## src/rtl/text_glyph_sequencer_if.sv

```systemverilog
// Glyph sequencer bus: VGA timing inputs, text RAM read port, glyph lookup port and pixel output.
interface text_glyph_sequencer_if #(
  parameter int ADDR_W  = 12,
  parameter int GLYPH_H = 16
);
  logic                   frame_start;
  logic                   line_start;
  logic                   de;
  logic                   char_rd;
  logic [ADDR_W-1:0]      char_addr;
  logic [7:0]             char_data;
  logic [7:0]             glyph_code;
  logic                   glyph_strobe;
  logic [8*GLYPH_H-1:0]   glyph_rows;
  logic                   pixel;
  logic                   pixel_valid;
  logic                   underrun;

  modport master (
    output frame_start, line_start, de, char_data, glyph_rows,
    input  char_rd, char_addr, glyph_code, glyph_strobe, pixel, pixel_valid, underrun
  );

  modport slave (
    input  frame_start, line_start, de, char_data, glyph_rows,
    output char_rd, char_addr, glyph_code, glyph_strobe, pixel, pixel_valid, underrun
  );
endinterface

```

## src/rtl/text_glyph_sequencer.sv

```systemverilog
// VGA text-mode glyph sequencer: fetches char code and glyph row per cell, serialises MSB-first.
// Optional cursor inversion (blinking via frame counter bit 5) when TEXT_GLYPH_CURSOR_EN is defined.
//
// state   | meaning
// IDLE    | waiting for line_start
// RD_CHAR | text RAM read strobe for column col
// LOOKUP  | char_data presented to glyph lookup, strobe high
// CAPTURE | glyph row for row_in_cell loaded into next_bits
// WAIT    | holding next_bits until the shifter takes it
module text_glyph_sequencer #(
  parameter int COLS    = 80,
  parameter int ROWS    = 30,
  parameter int GLYPH_H = 16,
  parameter int ADDR_W  = 12
) (
  input logic s,
  input logic rst_n,
`ifdef TEXT_GLYPH_CURSOR_EN
  input logic [6:0] cursor_col,
  input logic [4:0] cursor_row,
`endif
  text_glyph_sequencer_if.slave bus
);
  localparam int CW = $clog2(COLS);
  localparam int RW = $clog2(ROWS);
  localparam int GW = $clog2(GLYPH_H);

  typedef enum logic [2:0] {IDLE, RD_CHAR, LOOKUP, CAPTURE, WAIT} state_t;
  state_t state, state_nxt;

  logic [CW-1:0] col;
  logic [RW-1:0] char_row;
  logic [GW-1:0] row_in_cell;
  logic [2:0]    bit_cnt;
  logic [7:0]    shift, next_bits, code_q;
  logic          next_full;
  logic          pixel_q, pixel_valid_q, underrun_q;
  logic          char_rd_c, strobe_c;
  logic          inv_next, inv_cur;

  always_ff @(posedge s or negedge rst_n) begin
    if (!rst_n) state <= IDLE;
    else        state <= state_nxt;
  end

  always_comb begin
    state_nxt = state;
    case (state)
      IDLE:    state_nxt = IDLE;
      RD_CHAR: state_nxt = LOOKUP;
      LOOKUP:  state_nxt = CAPTURE;
      CAPTURE: state_nxt = WAIT;
      WAIT:    if (!next_full) state_nxt = (col == CW'(COLS-1)) ? IDLE : RD_CHAR;
      default: state_nxt = IDLE;
    endcase
    // line_start wins over frame_start so a coincident pair starts row 0 immediately
    if (bus.line_start)       state_nxt = RD_CHAR;
    else if (bus.frame_start) state_nxt = IDLE;
  end

  always_comb begin
    char_rd_c = 1'b0;
    strobe_c  = 1'b0;
    case (state)
      RD_CHAR: char_rd_c = !bus.line_start;
      LOOKUP:  strobe_c  = !bus.line_start;
      default: ;
    endcase
  end

  assign bus.char_rd      = char_rd_c;
  assign bus.glyph_strobe = strobe_c;
  assign bus.char_addr    = ADDR_W'(char_row) * ADDR_W'(COLS) + ADDR_W'(col);
  // The lookup samples the code while strobed, so pass char_data straight through in LOOKUP.
  assign bus.glyph_code   = (state == LOOKUP) ? bus.char_data : code_q;
  assign bus.pixel        = pixel_q;
  assign bus.pixel_valid  = pixel_valid_q;
  assign bus.underrun     = underrun_q;

  always_ff @(posedge s or negedge rst_n) begin
    if (!rst_n) begin
      col           <= '0;
      char_row      <= '0;
      row_in_cell   <= '0;
      bit_cnt       <= '0;
      shift         <= '0;
      next_bits     <= '0;
      next_full     <= 1'b0;
      code_q        <= '0;
      pixel_q       <= 1'b0;
      pixel_valid_q <= 1'b0;
      underrun_q    <= 1'b0;
    end else begin
      pixel_valid_q <= bus.de;

      if (bus.frame_start) begin
        char_row    <= '0;
        row_in_cell <= '0;
      end else if (pixel_valid_q && !bus.de) begin
        if (row_in_cell == GW'(GLYPH_H-1)) begin
          row_in_cell <= '0;
          char_row    <= (char_row == RW'(ROWS-1)) ? '0 : char_row + 1'b1;
        end else begin
          row_in_cell <= row_in_cell + 1'b1;
        end
      end

      if (bus.line_start) col <= '0;
      else if (state == WAIT && !next_full && col != CW'(COLS-1)) col <= col + 1'b1;

      if (state == LOOKUP) code_q <= bus.char_data;

      if (bus.de) begin
        bit_cnt <= bit_cnt + 1'b1;
        if (bit_cnt == 3'd0) begin
          if (next_full) begin
            shift     <= next_bits;
            next_full <= 1'b0;
            pixel_q   <= next_bits[7] ^ inv_next;
          end else begin
            shift      <= '0;
            pixel_q    <= 1'b0;
            underrun_q <= 1'b1;
          end
        end else begin
          pixel_q <= shift[~bit_cnt] ^ inv_cur;
        end
      end else begin
        pixel_q <= 1'b0;
        bit_cnt <= '0;
      end

      if (state == CAPTURE) begin
        next_bits <= bus.glyph_rows[{row_in_cell, 3'b000} +: 8];
        next_full <= 1'b1;
      end

      if (bus.line_start) begin
        next_full <= 1'b0;
        bit_cnt   <= '0;
      end
    end
  end

`ifdef TEXT_GLYPH_CURSOR_EN
  logic [5:0] frame_cnt;
  logic       next_cur, shift_cur;

  always_ff @(posedge s or negedge rst_n) begin
    if (!rst_n) begin
      frame_cnt <= '0;
      next_cur  <= 1'b0;
      shift_cur <= 1'b0;
    end else begin
      if (bus.frame_start) frame_cnt <= frame_cnt + 1'b1;
      if (state == CAPTURE)
        next_cur <= (7'(col) == cursor_col) && (5'(char_row) == cursor_row);
      if (bus.de && bit_cnt == 3'd0) shift_cur <= next_full ? next_cur : 1'b0;
    end
  end

  assign inv_next = next_cur  & frame_cnt[5];
  assign inv_cur  = shift_cur & frame_cnt[5];
`else
  assign inv_next = 1'b0;
  assign inv_cur  = 1'b0;
`endif
endmodule
```

## src/flat_wrapper.sv

```systemverilog
// flat-port wrapper written by rule: the top's interface ports become plain ports
module text_glyph_sequencer_flat 
#(
  parameter int COLS    = 80,
  parameter int ROWS    = 30,
  parameter int GLYPH_H = 16,
  parameter int ADDR_W  = 12
)
  (s, rst_n, bus_frame_start, bus_line_start, bus_de, bus_char_data, bus_glyph_rows, bus_char_rd, bus_char_addr, bus_glyph_code, bus_glyph_strobe, bus_pixel, bus_pixel_valid, bus_underrun);
  text_glyph_sequencer_if #(.ADDR_W(ADDR_W), .GLYPH_H(GLYPH_H)) bus_i ();
  input logic s;
  input logic rst_n;
  input wire logic [$bits(bus_i.frame_start)-1:0] bus_frame_start;
  input wire logic [$bits(bus_i.line_start)-1:0] bus_line_start;
  input wire logic [$bits(bus_i.de)-1:0] bus_de;
  input wire logic [$bits(bus_i.char_data)-1:0] bus_char_data;
  input wire logic [$bits(bus_i.glyph_rows)-1:0] bus_glyph_rows;
  output wire logic [$bits(bus_i.char_rd)-1:0] bus_char_rd;
  output wire logic [$bits(bus_i.char_addr)-1:0] bus_char_addr;
  output wire logic [$bits(bus_i.glyph_code)-1:0] bus_glyph_code;
  output wire logic [$bits(bus_i.glyph_strobe)-1:0] bus_glyph_strobe;
  output wire logic [$bits(bus_i.pixel)-1:0] bus_pixel;
  output wire logic [$bits(bus_i.pixel_valid)-1:0] bus_pixel_valid;
  output wire logic [$bits(bus_i.underrun)-1:0] bus_underrun;
  assign bus_i.frame_start = bus_frame_start;
  assign bus_i.line_start = bus_line_start;
  assign bus_i.de = bus_de;
  assign bus_i.char_data = bus_char_data;
  assign bus_i.glyph_rows = bus_glyph_rows;
  assign bus_char_rd = bus_i.char_rd;
  assign bus_char_addr = bus_i.char_addr;
  assign bus_glyph_code = bus_i.glyph_code;
  assign bus_glyph_strobe = bus_i.glyph_strobe;
  assign bus_pixel = bus_i.pixel;
  assign bus_pixel_valid = bus_i.pixel_valid;
  assign bus_underrun = bus_i.underrun;
  text_glyph_sequencer #(.COLS(COLS), .ROWS(ROWS), .GLYPH_H(GLYPH_H), .ADDR_W(ADDR_W)) u_core (.s(s), .rst_n(rst_n), .bus(bus_i));
endmodule
```

## config.mk

```make
export PLATFORM = sky130hd
export DESIGN_NAME = text_glyph_sequencer_flat
export DESIGN_NICKNAME = d
export VERILOG_FILES = /design/src/rtl/text_glyph_sequencer_if.sv /design/src/rtl/text_glyph_sequencer.sv /design/src/flat_wrapper.sv
export SDC_FILE = /design/constraint.sdc
export NUM_CORES = 1
export LEC_CHECK = 0
export BUFFER_PORTS_ARGS = -buffer_cell sky130_fd_sc_hd__buf_4
export CORE_MARGIN = 2
export CORE_UTILIZATION = 30
export CTS_BUF_LIST = sky130_fd_sc_hd__clkbuf_8 sky130_fd_sc_hd__clkbuf_16
export DETAILED_ROUTE_END_ITERATION = 6
export PLACE_DENSITY = 0.54
export SYNTH_ARGS = -nofsm -noshare
export SYNTH_HDL_FRONTEND = slang
export SYNTH_SLANG_ARGS = --single-unit
```

## constraint.sdc

```tcl
create_clock -name s -period 3.5 [get_ports s]
set_clock_uncertainty 0.1 [all_clocks]
set_input_delay 0.175 -clock s [delete_from_list [all_inputs] [get_ports s]]
set_output_delay 0.175 -clock s [all_outputs]
set_load 0.05 [all_outputs]
```

Word level (Yosys, flattened, before mapping)
Cells that the tools add are included.
{"block": "totals", "register_bits": 50, "in_bits": 141, "elab_cells": 76}
{"block": "classes", "addsub": 5, "mul": 1, "magnitude_cmp": 1, "n_eq_ne": 9, "shifts": 1, "muxes": 29, "bitwise_logic": 2, "reduce_logical": 16}
{"op": "128-bit by 8-bit indexed part select with 8-bit output", "n": 1}
{"op": "5-bit 2-to-1 mux", "n": 4}
{"op": "8-bit 2-to-1 mux", "n": 2}
{"op": "3-bit 2-to-1 mux", "n": 5}
{"op": "7-bit 2-to-1 mux", "n": 2}
{"op": "12-bit by 7-bit adder with 12-bit output", "n": 1}
{"op": "4-bit 2-to-1 mux", "n": 3}
{"op": "3-bit case mux with 4 select lines", "n": 1}
{"op": "1-bit 2-to-1 mux", "n": 11}
{"op": "5-bit by 3-bit multiplier with 8-bit output (second input constant)", "n": 1}
{"op": "7-bit by 1-bit adder with 7-bit output (second input constant)", "n": 1}
{"op": "7-bit equality test (second input constant)", "n": 1}
{"op": "7-bit inequality test (second input constant)", "n": 1}
{"op": "3-bit by 2-bit equality test with 1-bit output (second input constant)", "n": 2}
{"op": "2-bit AND reduction", "n": 3}
{"op": "2-bit nonzero test", "n": 3}
{"op": "3-bit nonzero test", "n": 2}
{"op": "5-bit by 1-bit adder with 5-bit output (second input constant)", "n": 1}
{"op": "5-bit equality test (second input constant)", "n": 1}
{"op": "4-bit by 1-bit adder with 4-bit output (second input constant)", "n": 1}
{"op": "4-bit equality test (second input constant)", "n": 1}
{"op": "3-bit by 4-bit < comparator with 1-bit output (second input constant)", "n": 1}
{"op": "4-bit inequality test (second input constant)", "n": 1}
{"op": "3-bit by 1-bit adder with 3-bit output (second input constant)", "n": 1}
{"op": "other kinds (9)", "n": 13}

Depth between registers and ports, before layout
{"block": "logic_depth", "ltp_word": 6, "ltp_mapped": 7}

Worst setup path before layout
Ideal clock, no wire load.
{"block": "synth_path", "kind": "register to output", "start": "register u_core.char_row[1]", "end": "output port bus_char_addr[10]", "arrival_ps": 2649, "setup_slack_ps": 576, "path_stages_with_launch": 7, "cell_sequence": "dfrtp_1 ha_1 ha_1 fa_1 xnor2_1 nor4b_1 xor2_1"}
{"block": "synth_via", "elab_chain_cells": 2}
{"element": "start: declaration", "line_no": "text_glyph_sequencer.sv:32", "rtl": "logic [RW-1:0] char_row;"}
{"element": "start signal: assignment", "line_no": "text_glyph_sequencer.sv:102", "rtl": "char_row <= (char_row == RW'(ROWS-1)) ? '0 : char_row + 1'b1;"}
{"element": "5-bit by 3-bit multiplier with 8-bit output", "line_no": "text_glyph_sequencer.sv:73", "rtl": "assign bus.char_addr = ADDR_W'(char_row) * ADDR_W'(COLS) + ADDR_W'(col);"}
{"element": "12-bit by 7-bit adder with 12-bit output", "line_no": "text_glyph_sequencer.sv:73"}
{"element": "end: declaration", "line_no": "flat_wrapper.sv:19", "rtl": "output wire logic [$bits(bus_i.char_addr)-1:0] bus_char_addr;"}
Every way passes these cells.

Worst setup path in the final report
Same ends and word-level chain as after synthesis.

==> metrics <==
worst path required time 3220 ps; Die Area 13100 um^2; fin crit period approximately 2900 ps; unrepaired setup endpoints after global routing false; Leak 2.31 nW; setup TNS 0 ps; cell depth of the worst setup path 7; crit path max-delay cell type dfrtp_1; Startpoint Class register; # IOs about 170; Combinational Power Share 31.0%; crit path from u_core.char_row[1]; cell mode on critical path ha_1; CP arrival 2630 ps; Die Span Y 115 um; Int Power ~1.2 mW; post-synthesis sequential area ratio ~34%; TritonCTS buffer count 5; Pre-antenna DRT Iters 4; CTS root buffer clkbuf_16; clock latency on the worst-skew pair 280 ps; Final Hold Fails 0; reg2reg path depth 5; CTS tree built; CP endpoint bus_char_addr[10]; Async SR Flop Fraction between 90% and 100%; CTS Buffer Depth 2; Max-slew headroom 39.2%; number of synthesis warnings 0; met1 Use GR 20.9%; R2R Setup Slk ~1300 ps; CP bufs+invs 1; #FFs+latches synth 50; Main synth FF type dfrtp_1; Layout area overhead 39.0%; remaining antenna violation count 0; Worst Setup End Kind primary output; Net Switching 540 uW; top post-synthesis cells by count dfrtp_1 (50), mux2i_1 (33), nand2_1 (26); layer with the highest usage met2; GRT met3 Usage under 10%; Post-Syn Area 3670 um^2; initial antenna violation count 0; crit-path max FO 7; met2 Usage GRT 23.9%; top cell type's share of synthesized area 34.1%; Avg Cell Area, Syn 10.6 um^2; Final period util between 80% and 90%; max cap viols 0; Initial Util a little under a third; n_diodes 0; Power Dens Cells 348 nW/um^2; reg2reg end u_core.next_bits[0]; f_max 344 MHz; Setup Viol. Count Final 0; reg2reg start u_core.row_in_cell[2]; Placeable Area 12000 um^2; Slew Viols, Final 0; largest net degree at the start of global routing 51; delay-heaviest family, CP adder cells; Worst Hold Depth 2; Placer Congestion between 0.7 and 0.8; remaining global-route overflow 0; number of global-route vias before repair 3187; clock network fraction of total power 30.4%; routed length per instance approximately 16 um; WS Path Type reg -> out; Post-CTS Setup Inserts 0; Clock Pin Slew Worst Setup and Hold Paths 70 ps; syn_nets 503; row count 40; 1st-iter DRT viols 88; total number of vias 3218; Slowest Stage Delay on Critical Path between 400 and 500 ps; Sw Ratio 30.4%; cell taking the most area after synthesis dfrtp_1; HP Class in -> reg; share of post-route cells with drive strength above 1 40.6%; Fillers between 1000 and 1500; DP Wirelength slightly above 8000 um; Via density 4.97; nets 657; post-synthesis cell type count 53; EDFF count, synth 0; Finished Core Util 42.7%; post-synthesis cell count about 350; worst slew pin tran 912 ps; Num Clock Sinks 50; status complete, no violations; dominant cell by count in the synthesized netlist dfrtp_1; Synth area leaders dfrtp_1 (34%), mux2i_1 (9.0%), mux4_2 (8.0%); Flop pwr share around two fifths; Total GRT Usage between 10% and 20%; port bufs 165; DRC viols 0; Max H-tree Level 2; Die Wd 115 um; WL final just over 10000 um; cell breakdown of the critical path ha_1 -> ha_1 -> fa_1 -> xnor2_1 -> nor4b_1 -> xor2_1 -> buf_4; first-pass GRT wire length 15700 um; Max VDD drop 0.183 mV
==> layout by cell type, fill, tap and decap left out, types with 6 or more instances in the layout <==
| cell | n |
|---|---|
| buf_4 | 168 |
| xor2_1 | 8 |
| nor2_1 | 24 |
| mux4_2 | 13 |
| o21ai_0 | 15 |
| dfrtp_1 | 50 |
| mux2_2 | 8 |
| a21oi_1 | 17 |
| a221oi_1 | 7 |
| mux2i_1 | 33 |
| ha_1 | 15 |
| nor2b_1 | 6 |
| xnor2_1 | 6 |
| nand3_1 | 6 |
| a31oi_1 | 9 |
| o22ai_1 | 7 |
| nand2_1 | 26 |
| o21ai_1 | 7 |
| inv_1 | 10 |
==> layer usage <==
metal  vias up  share of wire, %
li1       1602                 -
met1      1520                46
met2        84                48
met3        12               4.2
met4         0               1.4
met5         -                 0
==> metrics by stage <==
stage	instances	setup slack (ps)	hold slack, ps	cell area (um^2)	total power [mW]
after detailed placement	637	880	147	4920	1.25
after global placement	637	908	151	4920	1.24
after CTS	647	561	35.8	5100	1.80
after floorplan	345	576	-221	3670	1.02
after global routing	647	457	35.8	5100	1.86
final	647	596	40.9	5100	1.77
==> final cells by class <==
class	instances	area (um^2)	share of cell area [%]
flip-flops and latches	50	1250	24.5
multi-input cells	262	2180	42.8
clock buffers	5	125	2.45
well taps	147	184	3.60
clock inverters	3	40.0	0.785
repair buffers	170	1280	25.1
inverters	10	37.5	0.736
==> sequential cells by signal (all words and copies together), names as in the netlist, 3 cells and up <==
name / flops
u_core.bit_cnt: 3
u_core.row_in_cell: 4
u_core.shift: 8
u_core.code_q: 8
u_core.col: 7
u_core.char_row: 5
u_core.state: 3
u_core.next_bits: 8
==> worst min path at each step <==
| stage | from | to |
|---|---|---|
| finish | bus_char_data[6] | u_core.code_q[6] |
| global route | bus_char_data[7] | u_core.code_q[7] |
| CTS | bus_char_data[6] | u_core.code_q[6] |
| detailed placement | rst_n | u_core.code_q[1] |
| global placement | rst_n | u_core.code_q[1] |
| floorplan | rst_n | u_core.bit_cnt[0] |
==> power by group through the flow <==
| stage | clock network, mW | registers, mW | logic (mW) |
|---|---|---|---|
| 4_1_cts | 0.557 | 0.685 | 0.557 |
| 5_1_grt | 0.578 | 0.693 | 0.592 |
| 6_report | 0.539 | 0.685 | 0.550 |
| 3_5_place_dp | 0 | 0.697 | 0.555 |
| 3_3_place_gp | 0 | 0.694 | 0.548 |
| 2_1_floorplan | 0 | 0.685 | 0.338 |
==> cell families (layout without fill, tap and decap cells) <==
group | count (synthesis) | after routing | synth area share, %
AOI/OAI and AO/OA | 83 | 83 | 14.3
muxes | 60 | 60 | 23.3
and+or+nand+nor | 88 | 88 | 12.3
adders and majority gates | 17 | 17 | 6.20
buffers and inverters | 33 | 188 | 6.44
xor gates and xnor gates | 14 | 14 | 3.34
DFF | 50 | 50 | 34.1
==> repair_timing <==
item                                   in CTS  in global routing
gates resized for setup                     0                  0
hold buffers                                2                  0
endpoints found under the hold margin      51                  0
Note: power is estimated with default switching activity, not from simulation.
